$ cat config.mk
export PLATFORM = sky130hd
export DESIGN_NAME = usb_tx_encoder_flat
export DESIGN_NICKNAME = d
export VERILOG_FILES = /design/src/rtl/usb_tx_encoder_if.sv /design/src/rtl/usb_tx_encoder.sv /design/src/flat_wrapper.sv
export SDC_FILE = /design/constraint.sdc
export NUM_CORES = 1
export LEC_CHECK = 0
export BUFFER_PORTS_ARGS = -buffer_cell sky130_fd_sc_hd__buf_2
export CAP_MARGIN = 0
export CELL_PAD_IN_SITES_DETAIL_PLACEMENT = 1
export CELL_PAD_IN_SITES_GLOBAL_PLACEMENT = 2
export CORE_AREA = 2 2 75 77
export DETAILED_ROUTE_END_ITERATION = 10
export DIE_AREA = 0 0 77 79
export PLACE_DENSITY_LB_ADDON = 0.15
export SLEW_MARGIN = 30
export SYNTH_ARGS = -nofsm -noshare
export SYNTH_HDL_FRONTEND = slang
export SYNTH_SLANG_ARGS = --single-unit
$ cat constraint.sdc
create_clock -name clk -period 4.4 [get_ports clk]
set_input_delay 0.88 -clock clk [delete_from_list [all_inputs] [get_ports clk]]
set_output_delay 0.88 -clock clk [all_outputs]
set_load 0.02 [all_outputs]
$ cat src/rtl/usb_tx_encoder_if.sv
// Byte-stream handshake and bus-side outputs of the USB full-speed transmit encoder.
// The master drives bytes in; the slave (the encoder) answers with ready/status and the line.
interface usb_tx_encoder_if;
    logic [7:0] tx_data;
    logic       tx_data_valid;
    logic       tx_last;
    logic       tx_data_ready;
    logic       d_plus;
    logic       d_minus;
    logic       tx_busy;
    logic       tx_done;
    logic       tx_error;

    modport master (
        output tx_data, tx_data_valid, tx_last,
        input  tx_data_ready, d_plus, d_minus, tx_busy, tx_done, tx_error
    );

    modport slave (
        input  tx_data, tx_data_valid, tx_last,
        output tx_data_ready, d_plus, d_minus, tx_busy, tx_done, tx_error
    );
endinterface

$ cat src/rtl/usb_tx_encoder.sv
// USB full-speed transmit line encoder: SYNC, NRZI data with bit stuffing, then EOP.
// Bytes arrive LSB first over a valid/ready handshake; the next byte is pulled at the
// last cycle of the bit period that finishes SYNC or the previous byte (including any
// trailing stuff bit). The line pins are registered; ready/done/error are pulses that
// are decoded from the current state and bit timer.
module usb_tx_encoder #(
    parameter int         CLKS_PER_BIT = 8,
    parameter logic [7:0] SYNC_PATTERN = 8'h80,
    parameter int         STUFF_LIMIT  = 6
) (
    input  logic            clk,
    input  logic            rst,
    usb_tx_encoder_if.slave bus
);

    localparam int CNT_W  = (CLKS_PER_BIT > 2) ? $clog2(CLKS_PER_BIT) : 1;
    localparam int ONES_W = $clog2(STUFF_LIMIT + 1);
    localparam logic [CNT_W-1:0]  CNT_MAX   = CNT_W'(CLKS_PER_BIT - 1);
    localparam logic [ONES_W-1:0] ONES_STOP = ONES_W'(STUFF_LIMIT);

    typedef enum logic [2:0] {
        ST_IDLE,
        ST_SYNC,
        ST_DATA,
        ST_EOP_SE0,
        ST_EOP_J
    } state_t;

    state_t            state_reg, state_next;
    logic [CNT_W-1:0]  cnt_reg, cnt_next;
    logic [2:0]        bit_idx_reg, bit_idx_next;
    logic [7:0]        shift_reg, shift_next;
    logic              last_reg, last_next;
    logic [ONES_W-1:0] ones_reg, ones_next;
    logic              stuff_pending_reg, stuff_pending_next;
    logic              eop_second_reg, eop_second_next;
    logic              dp_reg, dp_next;
    logic              dm_reg, dm_next;

    logic              boundary;
    logic              send_en;
    logic              send_bit;
    logic              ready_pulse;
    logic              error_pulse;
    logic              done_pulse;
    logic [2:0]        next_idx;

    assign boundary = (cnt_reg == CNT_MAX);
    assign next_idx = bit_idx_reg + 3'd1;

    // State register: every piece of encoder state advances together on the clock.
    always_ff @(posedge clk or posedge rst) begin
        if (rst) begin
            state_reg         <= ST_IDLE;
            cnt_reg           <= '0;
            bit_idx_reg       <= '0;
            shift_reg         <= '0;
            last_reg          <= 1'b0;
            ones_reg          <= '0;
            stuff_pending_reg <= 1'b0;
            eop_second_reg    <= 1'b0;
            dp_reg            <= 1'b1;
            dm_reg            <= 1'b0;
        end else begin
            state_reg         <= state_next;
            cnt_reg           <= cnt_next;
            bit_idx_reg       <= bit_idx_next;
            shift_reg         <= shift_next;
            last_reg          <= last_next;
            ones_reg          <= ones_next;
            stuff_pending_reg <= stuff_pending_next;
            eop_second_reg    <= eop_second_next;
            dp_reg            <= dp_next;
            dm_reg            <= dm_next;
        end
    end

    // Next-state logic: decides the next bit period's line level and the handshake pulses.
    always_comb begin
        state_next         = state_reg;
        cnt_next           = (state_reg == ST_IDLE || boundary) ? '0 : cnt_reg + 1'b1;
        bit_idx_next       = bit_idx_reg;
        shift_next         = shift_reg;
        last_next          = last_reg;
        ones_next          = ones_reg;
        stuff_pending_next = stuff_pending_reg;
        eop_second_next    = eop_second_reg;
        dp_next            = dp_reg;
        dm_next            = dm_reg;
        send_en            = 1'b0;
        send_bit           = 1'b0;
        ready_pulse        = 1'b0;
        error_pulse        = 1'b0;
        done_pulse         = 1'b0;

        case (state_reg)
            ST_IDLE: begin
                ones_next          = '0;
                stuff_pending_next = 1'b0;
                if (bus.tx_data_valid) begin
                    // First SYNC bit goes out in the very next cycle.
                    state_next   = ST_SYNC;
                    shift_next   = SYNC_PATTERN;
                    bit_idx_next = 3'd0;
                    last_next    = 1'b0;
                    send_en      = 1'b1;
                    send_bit     = SYNC_PATTERN[0];
                end
            end

            ST_SYNC, ST_DATA: begin
                if (boundary) begin
                    if (stuff_pending_reg) begin
                        // Stuffed 0: toggle without advancing the bit index.
                        dp_next            = ~dp_reg;
                        dm_next            = dp_reg;
                        ones_next          = '0;
                        stuff_pending_next = 1'b0;
                    end else if (bit_idx_reg != 3'd7) begin
                        bit_idx_next = next_idx;
                        send_en      = 1'b1;
                        send_bit     = shift_reg[next_idx];
                    end else if (state_reg == ST_DATA && last_reg) begin
                        state_next      = ST_EOP_SE0;
                        eop_second_next = 1'b0;
                        dp_next         = 1'b0;
                        dm_next         = 1'b0;
                    end else if (bus.tx_data_valid) begin
                        ready_pulse  = 1'b1;
                        state_next   = ST_DATA;
                        shift_next   = bus.tx_data;
                        last_next    = bus.tx_last;
                        bit_idx_next = 3'd0;
                        send_en      = 1'b1;
                        send_bit     = bus.tx_data[0];
                    end else begin
                        // Underrun: nothing to send, close the packet.
                        error_pulse     = 1'b1;
                        state_next      = ST_EOP_SE0;
                        eop_second_next = 1'b0;
                        dp_next         = 1'b0;
                        dm_next         = 1'b0;
                    end
                end
            end

            ST_EOP_SE0: begin
                if (boundary) begin
                    if (eop_second_reg) begin
                        state_next = ST_EOP_J;
                        dp_next    = 1'b1;
                        dm_next    = 1'b0;
                    end else begin
                        eop_second_next = 1'b1;
                    end
                end
            end

            ST_EOP_J: begin
                if (boundary) begin
                    state_next = ST_IDLE;
                    done_pulse = 1'b1;
                end
            end

            default: begin
                state_next = ST_IDLE;
                dp_next    = 1'b1;
                dm_next    = 1'b0;
            end
        endcase

        // NRZI: a 0 toggles J<->K, a 1 holds; consecutive 1s arm the stuff flag.
        if (send_en) begin
            if (!send_bit) begin
                dp_next            = ~dp_reg;
                dm_next            = dp_reg;
                ones_next          = '0;
                stuff_pending_next = 1'b0;
            end else begin
                ones_next          = ones_reg + 1'b1;
                stuff_pending_next = ((ones_reg + 1'b1) == ONES_STOP);
            end
        end
    end

    assign bus.tx_data_ready = ready_pulse;
    assign bus.tx_error      = error_pulse;
    assign bus.tx_done       = done_pulse;
    assign bus.tx_busy       = (state_reg != ST_IDLE);
    assign bus.d_plus        = dp_reg;
    assign bus.d_minus       = dm_reg;

endmodule

$ cat src/flat_wrapper.sv
// flat-port wrapper written by rule: the top's interface ports become plain ports
module usb_tx_encoder_flat 
#(
    parameter int         CLKS_PER_BIT = 8,
    parameter logic [7:0] SYNC_PATTERN = 8'h80,
    parameter int         STUFF_LIMIT  = 6
)
  (clk, rst, bus_tx_data, bus_tx_data_valid, bus_tx_last, bus_tx_data_ready, bus_d_plus, bus_d_minus, bus_tx_busy, bus_tx_done, bus_tx_error);
  usb_tx_encoder_if bus_i ();
  input  logic clk;
  input  logic rst;
  input wire logic [$bits(bus_i.tx_data)-1:0] bus_tx_data;
  input wire logic [$bits(bus_i.tx_data_valid)-1:0] bus_tx_data_valid;
  input wire logic [$bits(bus_i.tx_last)-1:0] bus_tx_last;
  output wire logic [$bits(bus_i.tx_data_ready)-1:0] bus_tx_data_ready;
  output wire logic [$bits(bus_i.d_plus)-1:0] bus_d_plus;
  output wire logic [$bits(bus_i.d_minus)-1:0] bus_d_minus;
  output wire logic [$bits(bus_i.tx_busy)-1:0] bus_tx_busy;
  output wire logic [$bits(bus_i.tx_done)-1:0] bus_tx_done;
  output wire logic [$bits(bus_i.tx_error)-1:0] bus_tx_error;
  assign bus_i.tx_data = bus_tx_data;
  assign bus_i.tx_data_valid = bus_tx_data_valid;
  assign bus_i.tx_last = bus_tx_last;
  assign bus_tx_data_ready = bus_i.tx_data_ready;
  assign bus_d_plus = bus_i.d_plus;
  assign bus_d_minus = bus_i.d_minus;
  assign bus_tx_busy = bus_i.tx_busy;
  assign bus_tx_done = bus_i.tx_done;
  assign bus_tx_error = bus_i.tx_error;
  usb_tx_encoder #(.CLKS_PER_BIT(CLKS_PER_BIT), .SYNC_PATTERN(SYNC_PATTERN), .STUFF_LIMIT(STUFF_LIMIT)) u_core (.clk(clk), .rst(rst), .bus(bus_i));
endmodule
# ---- Word-level counts from Yosys, hierarchy flattened
# Cells that the tools add are included.
dict set report totals {
  reg_bits 25
  input_bits 12
  out_inout_bits 6
  elab_cells 143
}
dict set report classes {
  add_sub_neg 3
  magnitude_cmp 1
  n_eq_ne 20
  mux 93
  bitwise 1
  n_reduce_logical 15
}
# operator n
set ops {}
lappend ops {{1-bit two-way mux} 58}
lappend ops {{3-bit two-way mux} 18}
lappend ops {{8-bit two-way mux} 6}
lappend ops {{8-bit case mux with 2 select lines} 1}
lappend ops {{7-bit AND reduction} 2}
lappend ops {{3-bit case mux with 2 select lines} 2}
lappend ops {{3-bit case mux with 4 select lines} 1}
lappend ops {{2-bit != test, second input constant} 5}
lappend ops {{3-bit by 1-bit adder with 3-bit output, second input constant} 3}
lappend ops {{3-bit == test, second input constant} 3}
lappend ops {{2-bit by 1-bit != test with 1-bit output, second input constant} 4}
lappend ops {{1-bit case mux with 2 select lines} 4}
lappend ops {{3-bit by 2-bit == test with 1-bit output, second input constant} 2}
lappend ops {{3-bit by 1-bit != test with 1-bit output, second input constant} 2}
lappend ops {{3-bit by 2-bit != test with 1-bit output, second input constant} 2}
lappend ops {{1-bit case mux with 3 select lines} 2}
lappend ops {{6-bit AND reduction} 1}
lappend ops {{3-bit nonzero test} 2}
lappend ops {{3-bit by 4-bit < comparator with 1-bit output, second input constant} 1}
lappend ops {{4-bit AND reduction} 1}
lappend ops {{2-bit nonzero test} 2}
lappend ops {{2-bit OR reduction} 2}
lappend ops {{1-bit binary-select mux with 3-bit select} 1}
lappend ops {{3-bit by 1-bit == test with 1-bit output, second input constant} 1}
lappend ops {{7 further kinds} 7}

# ---- Depth between registers and ports, before layout
# Gate-level depths: netlist of run 1.
dict set report logic_depth {
  depth_word 9
  depth_mapped 8
  ltp_nobuf 7
}

# ---- Worst setup path before layout of run 1
# Ideal clock, no wire load.
dict set report synth_path {
  path_kind {reg2out}
  startpoint {register u_core.state_reg[0]}
  endpoint {output port bus_tx_error}
  t_arrival_ns 1.765
  t_required_ns 3.520
  path_slack_ns 1.755
  path_stages_with_launch 5
  path_buffers 1
  cell_sequence {dfrtp_1 > buf_4 > xnor2_2 > or2_2 > nor4_1}
}
dict set report synth_via {
  elab_chain_len 7
  elab_cells_between_ends 9
  classes_between {2 x eq/ne; 5 x mux; 2 x reduce/logical}
}
# item line
set synth_rtl {}
lappend synth_rtl {{from (decl)} usb_tx_encoder.sv:29} ;# state_t state_reg, state_next;
lappend synth_rtl {{from (signal assigned)} usb_tx_encoder.sv:65} ;# state_reg <= state_next;
lappend synth_rtl {{3-bit by 2-bit == test with 1-bit output} {usb_tx_encoder.sv:96, usb_tx_encoder.sv:123}}
lappend synth_rtl {{1-bit logical AND} usb_tx_encoder.sv:123} ;# end else if (state_reg == ST_DATA && last_reg) begin
lappend synth_rtl {{1-bit two-way mux} usb_tx_encoder.sv:123}
lappend synth_rtl {{1-bit two-way mux} usb_tx_encoder.sv:119} ;# end else if (bit_idx_reg != 3'd7) begin
lappend synth_rtl {{1-bit two-way mux} usb_tx_encoder.sv:113} ;# if (stuff_pending_reg) begin
lappend synth_rtl {{1-bit two-way mux} usb_tx_encoder.sv:112} ;# if (boundary) begin
lappend synth_rtl {{1-bit two-way mux *} usb_tx_encoder.sv:96} ;# case (state_reg)
lappend synth_rtl {{to (decl)} flat_wrapper.sv:20} ;# output wire logic [$bits(bus_i.tx_error)-1:0] bus_tx_error;
# Every way passes the cells marked *; elsewhere a longest branch is shown, timed or not.

# ---- Final worst setup path of run 1
dict set report layout_path {
  startpoint {register u_core.cnt_reg[0]}
  endpoint {output port bus_tx_data_ready}
}
dict set report layout_via {
  elab_chain_len 3
}
# item line
set layout_rtl {}
lappend layout_rtl {{from (decl)} usb_tx_encoder.sv:30} ;# logic [CNT_W-1:0] cnt_reg, cnt_next;
lappend layout_rtl {{from (signal assigned)} usb_tx_encoder.sv:66} ;# cnt_reg <= cnt_next;
lappend layout_rtl {{3-bit == test} usb_tx_encoder.sv:48} ;# assign boundary = (cnt_reg == CNT_MAX);
lappend layout_rtl {{1-bit two-way mux} usb_tx_encoder.sv:112}
lappend layout_rtl {{1-bit two-way mux} usb_tx_encoder.sv:96}
lappend layout_rtl {{to (decl)} flat_wrapper.sv:15} ;# output wire logic [$bits(bus_i.tx_data_ready)-1:0] bus_tx_data_ready;
# Every way passes these cells.

==> results of run 1 <==
[kinds of logic after synthesis]
family | synth area share (%)
AO/OA/AOI/OAI | 19.2
XOR/XNOR | 1.05
adder cells (fa/ha/maj) | 4.85
buffers and inverters | 6.80
flip-flops | 40.5
multiplexers | 7.12
AND/OR/NAND/NOR | 20.5
[cells in the mapped netlist (2+ instances only)]
library cell  number  area, um^2
a21o_1             2        15.0
a21oi_1            9        45.0
a31oi_1            2        12.5
and2_1             2        12.5
buf_2              3        15.0
buf_4              2        15.0
clkbuf_1           3        11.3
dfrtp_1           24         601
ha_1               6        75.1
inv_1             16        60.1
mux2_2             2        22.5
mux2i_1            2        20.0
mux4_1             2        52.6
nand2_1           12        45.0
nand2b_1           4        25.0
nand3_1            9        45.0
nor2_1             8        30.0
nor3_1             2        10.0
o21ai_0           15        75.1
o22a_1             2        17.5
o22ai_1            2        12.5
or2_2              3        18.8
[placed cells by master (no fill, tap or decap), types with 2 or more instances in the layout]
| cell type | n |
|---|---|
| a21oi_1 | 9 |
| mux2_2 | 2 |
| buf_2 | 17 |
| or2_2 | 3 |
| nor2_1 | 8 |
| mux4_1 | 2 |
| a31oi_1 | 2 |
| o21ai_0 | 15 |
| ha_1 | 6 |
| nand2b_1 | 4 |
| dfrtp_1 | 24 |
| clkbuf_8 | 3 |
| o22ai_1 | 2 |
| mux2i_1 | 2 |
| o22a_1 | 2 |
| inv_2 | 2 |
| nand2_1 | 12 |
| and2_1 | 2 |
| a21o_1 | 2 |
| nor3_1 | 2 |
| inv_1 | 15 |
| nand3_1 | 9 |
[critical path, stage by stage (launching register included)]
cell and delay (ns):
dfrtp_1 0.36, ha_1 0.15, ha_1 0.54, nand4bb_4 0.16, nor4b_4 0.39, buf_2 0.23
[final cells by class]
type                    count  area [um^2]  share of cell area (%)
repair buffers             17         85.1                    4.92
inverters                  17         63.8                    3.69
clock buffers               3         41.3                    2.39
multi-input cells         108          815                    47.1
flip-flops and latches     25          627                    36.3
well taps                  72         90.1                    5.21
clock inverters             1         7.51                   0.434
[per-layer routing]
layer	global-route usage, %	wire, um	vias up
li1	-	-	586
met1	17.1	1760	597
met2	23.7	1790	10
met3	1.82	68	2
met4	3.75	24	0
met5	0	0	-
[where the power goes]
part	switching (mW)	internal [mW]	leakage (nW)
sequential	0.0626	0.312	0.323
clock	0.0817	0.0643	0.0217
combinational	0.202	0.161	0.437
[worst paths after layout]
| check | cells after the start | start | slack (ns) | end |
|---|---|---|---|---|
| worst min-delay path | 1 | u_core.cnt_reg[0] | 0.45 | u_core.cnt_reg[0] |
| min in group asynchronous | 2 | rst | 0.64 | u_core.eop_second_reg |
| worst min register to register | 1 | u_core.cnt_reg[0] | 0.45 | u_core.cnt_reg[0] |
| max in group asynchronous | 2 | rst | 3.38 | u_core.shift_reg[5] |
| worst max-delay path | 5 | u_core.cnt_reg[0] | 1.41 | bus_tx_data_ready |
| worst max register to register | 7 | u_core.bit_idx_reg[0] | 1.85 | u_core.ones_reg[0] |
[through the flow]
stage	cell area (um^2)	utilization, %	power [mW]
after detailed placement	1680	31.5	0.750
after CTS	1730	32.4	0.903
after global routing	1730	32.4	0.962
after global placement	1680	31.5	0.735
after floorplan	1550	-	0.653
final	1730	32.4	0.883
==> results.md, run 1 <==
* F_max at 0.334 GHz
* GRT Total Usage at 13.3%
* Power per cell area at 511 mW/mm^2
* Synthesized area at 0.00155 mm^2
* Yosys reg bits at 25
* EDFF count, synth at 0
* Clock root buffer: clkbuf_8
* RSZ-0062 raised after global routing: no
* Die Height at 79 um
* Die area at 0.00608 mm^2
* Core area at 0.00534 mm^2
* DRT iter0 DRCs at 60
* Warnings from Yosys at 0
* Post-CTS sizing at 0
* DIE WIDTH at 77 um
* Final #Nets at 190
* Synth Instances at 158
* Fin Clk Skew at 0.00571 ns
* CP Launch Type: flop
* Max IR drop VDD at 0.147 mV
* Clock Path Buffers at 2
* Setup CP Type: flop to primary output
* Initial Util at 29.0%
* Drt pass-1 iters at 4
* Antenna viol nets, final at 0
* Hold-fix buffers at CTS at 0
* Rows at 27
* Hpwl dp at 2650 um
* Min Tclk post-route at 2.99 ns
* Ys async rst share at 100%
* Setup bufs post-CTS at 0
* Avg WL per Cell at 15.0 um
* CP max FO at 16
* Ports at 18
* CP required at 3.52 ns
* Syn Area/Cell at 9.79 um^2
* Max cap viols at 0
* CTS tree: done
* Endpoints failing hold at 0
* Fill count at 647
* Initial antenna violation count at 0
* Area delta synth->final at 11.8%
* Setup TNS at 0 ns
* Max-slew headroom at 39.9%
* Most common flop cell mapped by yosys: dfrtp_1
* Vias in the first global route at 1259
* CTS Buf Count at 3
* Dpl ws at 1.72 ns
* Min Hold Slack at 0.448 ns
* WL final at 3640 um
* Post-route insts no fill at 243
* Slew Limit Fails at 0
* Final period util at 68.0%
* Part of the Yosys area used for sequential elements at 40.5%
* DRC at 0
* Vias at 1195
* CTS sink count at 25
* H-tree levels at 1
* Final GP Congestion at 0.749
* Worst-skew pair later-pin latency at 0.27 ns
* Max reg flops at 8
* Synth cell types at 48
* Reg clk slew, reported paths at 0.10 ns
* Share of post-route cells with drive strength above 1 at 22.8%
* Pin count of the biggest net entering global routing at 26
* Placed cells at 239
* Final setup viols at 0
* Synthesized net count at 176
* Crit path capture type: primary output
* Min setup slack post-route at 1.41 ns
* First-pass GRT wire length at 6420 um
* Vias per cell at 4.92
* Number of diodes at 0
* LEAKAGE at 0.782 nW
* PortBufs at 17
* Arr. time, crit path at 2.11 ns
* Outcome: finished clean
* Worst-margin pin slew at 0.897 ns
* Worst Hold Class: flop to flop
* Overflow left after global routing at 0
No activity file was read; power rests on OpenSTA's default activity.
==> inputs of run 2 (changes only) <==
ABC_AREA = 1   (was default)
CORE_AREA = 2 2 74 76   (was 2 2 75 77)
DIE_AREA = 0 0 76 78   (was 0 0 77 79)
clock period = 3.1 ns   (was 4.4 ns; I/O delays follow)
==> run 2 against run 1 <==
Flip-flop and latch count is the same. Synthesized cell count grew 25%. Utilization grew 0.93 points. First-iteration DRC count shrank 1.7%. Clock power grew 38%. Non-clock buffer count is the same. Sequential power grew 38%. Combinational power grew 82%. Critical path depth grew 4. Final cell count grew 18%.
==> results.md, run 2 <==
* Outcome: finished clean
* Setup TNS at 0 ns
* LEAKAGE at 0.894 nW
* Dpl ws at 0.892 ns
* Synth cell types at 25
* Post-CTS sizing at 0
* WL final at 3720 um
* CTS tree: done
* Final GP Congestion at 0.793
* Slew Limit Fails at 0
* Hpwl dp at 2950 um
* Largest cells by area after synthesis: dfrtp_1 41%, nand2_1 14%, inv_1 8.6%, nand3_1 7.1%, o21ai_0 5.4%
* RSZ-0062 raised after global routing: no
* Vias per cell at 4.49
* Crit path capture type: primary output
* Warnings from Yosys at 0
* Most frequent cell after synthesis: nand2_1
* Worst-margin pin slew at 0.614 ns
* Endpoints failing hold at 0
* DRC at 0
* Number of diodes at 0
* Vias in the first global route at 1365
* Share of post-route cells with drive strength above 1 at 16.1%
* Drt pass-1 iters at 4
* Post-route insts no fill at 287
* CTS sink count at 25
* CP Launch Type: flop
* Yosys reg bits at 25
* Arr. time, crit path at 1.88 ns
* PortBufs at 17
* Clock Path Buffers at 2
* Worst-skew pair later-pin latency at 0.27 ns
* Worst Hold Class: input pin to asynchronous set/reset pin
* GRT Total Usage at 13.6%
* R2R Path Start: u_core.bit_idx_reg[0]
* Setup CP Type: flop to primary output
* Die Height at 78 um
* CP required at 2.48 ns
* Commonest non-fill, non-tap cell in the layout: nand2_1
* CTS Buf Count at 3
* Ports at 18
* Ys async rst share at 100%
* Hold-fix buffers at CTS at 0
* Initial antenna violation count at 0
* Overflow left after global routing at 0
* Area delta synth->final at 13.5%
* Final #Nets at 236
* Max reg flops at 8
* DIE WIDTH at 76 um
* Antenna viol nets, final at 0
* Initial Util at 29.4%
* Finished Cell Area at 0.00168 mm^2
* Fin Clk Skew at 0.00272 ns
* Worst reg-to-reg setup slack at 1.10 ns
* First-pass GRT wire length at 6470 um
* Min setup slack post-route at 0.602 ns
* Min Tclk post-route at 2.50 ns
* Synthesized net count at 216
* Most common flop cell mapped by yosys: dfrtp_1
* Avg WL per Cell at 13.0 um
* Leading area contributor after synthesis: dfrtp_1
* Placed cells at 283
* Syn Area/Cell at 7.48 um^2
* Max cap viols at 0
* Final setup viols at 0
* Top cell type's share of synthesized area at 40.6%
* CP max FO at 6
* Pin count of the biggest net entering global routing at 26
* Most frequent cells in the layout: 57 x nand2_1, 33 x inv_1, 24 x dfrtp_1
* Commonest cells in the netlist: 57 x nand2_1, 34 x inv_1, 24 x dfrtp_1, 21 x nand3_1, 16 x o21ai_0
* Fill count at 652
* Core area at 0.00504 mm^2
* DRT iter0 DRCs at 59
* Rows at 26
* Power per cell area at 820 mW/mm^2
* EDFF count, synth at 0
* Max IR drop VDD at 0.256 mV
* Max-slew headroom at 59.0%
* Area post-placement at 0.00163 mm^2
* Part of the Yosys area used for sequential elements at 42.3%
* H-tree levels at 1
* Final period util at 80.6%
* Setup bufs post-CTS at 0
* Synthesized area at 0.00148 mm^2
* Clock root buffer: clkbuf_8
* F_max at 0.400 GHz
* Reg clk slew, reported paths at 0.09 ns
* R2r endpoint: u_core.shift_reg[7]
* Vias at 1288
* FF-to-FF path depth at 8
* Synth Instances at 198
* Die area at 0.00593 mm^2
-- run 2: cell types whose count changed after synthesis, moves of 3 or more --
cell      previous run  this run
clkbuf_1             3         0
inv_1               16        34
nand3_1              9        21
nand2b_1             4         0
a21oi_1              9         6
nor2_1               8        11
nand2_1             12        57
buf_2                3         0
or2_2                3         0
-- run 2: worst max-delay path, cell delays in order (launching register included) --
cell,delay (ns)
dfrtp_1,0.44
ha_1,0.18
ha_1,0.20
inv_1,0.07
nor2_1,0.17
inv_1,0.06
nor2_1,0.13
inv_1,0.08
nor2_1,0.09
buf_2,0.17
-- run 2: worst max-delay path by stage --
stage | to | from | slack (ns) | depth (start not counted)
5_1_grt | bus_tx_data_ready | u_core.cnt_reg[0] | 0.38 | 9
4_1_cts | bus_tx_error | u_core.bit_idx_reg[0] | 0.57 | 9
6_report | bus_tx_error | u_core.bit_idx_reg[0] | 0.60 | 9
3_3_place_gp | bus_tx_error | u_core.bit_idx_reg[0] | 0.93 | 9
2_1_floorplan | bus_tx_data_ready | u_core.bit_idx_reg[0] | 1.02 | 8
3_5_place_dp | bus_tx_error | u_core.bit_idx_reg[0] | 0.89 | 9
-- run 2: layer usage --
layer | up-vias | GRT usage [%] | part of all wire, %
li1 | 663 | - | -
met1 | 607 | 17.5 | 49
met2 | 16 | 23.5 | 47
met3 | 2 | 3.26 | 2.9
met4 | 0 | 2.36 | 0.40
met5 | - | 0 | 0
-- run 2: power breakdown --
group / total (mW) / switching (mW) / leakage (nW) / internal [mW]
clock: 0.201 / 0.111 / 0.0255 / 0.0901
combinational: 0.661 / 0.443 / 0.543 / 0.218
sequential: 0.517 / 0.0727 / 0.326 / 0.444
total: 1.38 / 0.626 / 0.894 / 0.752
-- run 2: cells by family after synthesis --
group	Yosys count	share of synthesized area, %
buffers and inverters	37	10.3
AOI/OAI and AO/OA	26	9.38
xor gates and xnor gates	1	0.592
and+or+nand+nor	103	32.3
adders and majority gates	6	5.07
DFF	25	42.4
-- run 2: area by class of cell --
class	count	area, um^2	share of cell area [%]
timing repair buffer	17	85.1	5.06
tap	70	87.6	5.21
clock inverter	1	5.00	0.298
multi-input combinational	136	701	41.7
clock buffer	3	41.3	2.46
inverter	35	134	7.97
sequential	25	627	37.3
-- run 2: stage by stage --
step | power [mW] | utilization (%) | hold slack (ns)
6_report | 1.38 | 33.3 | 0.394
5_1_grt | 1.53 | 33.3 | 0.427
4_1_cts | 1.41 | 33.3 | 0.396
3_5_place_dp | 1.20 | 32.4 | 0.428
3_3_place_gp | 1.18 | 32.4 | 0.419
2_1_floorplan | 1.02 | - | 0.410
==> inputs of run 3 (changes only) <==
CORE_AREA = 2 2 75 77   (was 2 2 74 76)
DIE_AREA = 0 0 77 79   (was 0 0 76 78)
clock period = 2.2 ns   (was 3.1 ns; I/O delays follow)
==> run 3 against run 2 <==
Register-to-register slack lost 0.70 ns. Flip-flop and latch count did not move. First-iteration DRC count shrank 41%. Final cell count rose by 3.5%. Highest routed layer unchanged.
==> results.md, run 3 (synthesized netlist as in run 2, its figures left out) <==
* Hpwl dp at 3160 um
* Antenna viol nets, final at 0
* Vias in the first global route at 1494
* DRT iter0 DRCs at 35
* Die area at 0.00608 mm^2
* Min Tclk post-route at 2.08 ns
* Vias per cell at 4.58
* Arr. time, crit path at 1.64 ns
* M2 GR Usage at 25.5%
* Max cap viols at 0
* Number of diodes at 0
* DIE WIDTH at 77 um
* DRC at 0
* Setup CP Type: flop to primary output
* H-tree levels at 1
* Worst Hold Class: input pin to asynchronous set/reset pin
* Grt peak-use layer: met2
* CTS sink count at 25
* Met3 GRT Util at 1.82%
* Worst-margin pin slew at 0.472 ns
* M1 GR Usage at 18.7%
* Outcome: finished clean
* Vias at 1361
* Die Height at 79 um
* Drt pass-1 iters at 4
* GRT Total Usage at 14.6%
* CTS tree: done
* Final #Nets at 244
* CTS Buf Count at 3
* Clock root buffer: clkbuf_8
* Fill count at 694
* CP Launch Type: flop
* First-pass GRT wire length at 7030 um
* LEAKAGE at 0.927 nW
* Power per cell area at 1140 mW/mm^2
* Final setup viols at 0
* Hold-fix buffers at CTS at 0
* Reg clk slew, reported paths at 0.09 ns
* WL final at 4020 um
* Area delta synth->final at 20.5%
* Commonest non-fill, non-tap cell in the layout: nand2_1
* Slew Limit Fails at 0
* Final Util at 33.4%
* PortBufs at 17
* Final period util at 94.7%
* Share of post-route cells with drive strength above 1 at 22.2%
* Setup TNS at 0 ns
* RSZ-0062 raised after global routing: no
* Multi-input gate area at 738 um^2
* Pin count of the biggest net entering global routing at 18
* CP max FO at 3
* Fin Clk Skew at 0.00653 ns
* Core area at 0.00534 mm^2
* R2R Path Start: u_core.state_reg[1]
* Initial Util at 27.7%
* Worst-skew pair later-pin latency at 0.27 ns
* Clock Path Buffers at 2
* Max-slew headroom at 68.5%
* FF-to-FF path depth at 11
* Initial antenna violation count at 0
* Rows at 27
* Endpoints failing hold at 0
* Max IR drop VDD at 0.395 mV
* Most frequent cells in the layout: 56 x nand2_1, 32 x inv_1, 24 x dfrtp_1
* Overflow left after global routing at 0
* Avg WL per Cell at 13.5 um
* Max reg flops at 8
* Crit path capture type: primary output
* Final GP Congestion at 0.803
* F_max at 0.480 GHz
* CP required at 1.76 ns
* Ports at 18
* Worst reg-to-reg setup slack at 0.40 ns
* FF/Latch Area at 627 um^2
* R2r endpoint: u_core.ones_reg[0]
run 3: cell types whose count changed in the layout (fill, tap and decap cells not counted), moves of 2 or more:
cell	before	now
buf_2	17	15
buf_4	0	10
ha_1	6	3
ha_4	0	2
nor2_1	11	8
nor2_2	2	5
run 3: worst max-delay path by stage:
stage	start	to	slack [ns]
5_1_grt	u_core.cnt_reg[0]	bus_tx_error	0.001
3_5_place_dp	u_core.bit_idx_reg[0]	bus_tx_error	0.17
3_3_place_gp	u_core.bit_idx_reg[0]	bus_tx_error	0.24
4_1_cts	u_core.cnt_reg[0]	bus_tx_error	0.002
6_report	u_core.cnt_reg[0]	bus_tx_data_ready	0.12
2_1_floorplan	u_core.bit_idx_reg[0]	bus_tx_data_ready	0.30
run 3: stage by stage:
step / hold slack [ns] / setup WS [ns] / power (mW) / instances / instance area [um^2]
floorplan: 0.410 / 0.298 / 1.44 / 198 / 1480
global placement: 0.420 / 0.237 / 1.69 / 289 / 1670
detailed placement: 0.440 / 0.166 / 1.72 / 289 / 1670
CTS: 0.190 / 0.00185 / 2.04 / 295 / 1730
global route: 0.198 / 0.00134 / 2.26 / 297 / 1780
finish: 0.162 / 0.117 / 2.03 / 297 / 1780
run 3: area by class of cell:
type	instances	share of cell area [%]
sequential	25	35.1
tap	72	5.05
clock buffer	4	2.52
timing repair buffer	25	8.42
inverter	35	7.50
multi-input combinational	136	41.4
run 3: report_power, final:
group | internal, mW | leakage (nW) | total (mW) | switching [mW]
Sequential | 0.626 | 0.326 | 0.726 | 0.100
Combinational | 0.365 | 0.579 | 1.02 | 0.657
Clock | 0.130 | 0.0228 | 0.278 | 0.149
run 3: timing repair:
| action | CTS | global route |
|---|---|---|
| setup buffers | 2 | 2 |
| pin swaps | 1 | 2 |
| gates resized for setup | 3 | 10 |
| endpoints found under the setup margin | 2 | 3 |
run 3: metal layers:
layer	wire [um]	share of wire (%)
met5	0	0
met2	2020	50
met1	1880	47
met3	64	1.6
met4	55	1.4
run 3: critical path, cell delays in order (launching register included):
cell and delay (ns):
dfrtp_1 0.37, ha_2 0.20, ha_4 0.13, nand2_2 0.06
nor2_2 0.13, inv_1 0.06, nor2_2 0.12, inv_2 0.06
nor2_1 0.09, buf_4 0.15
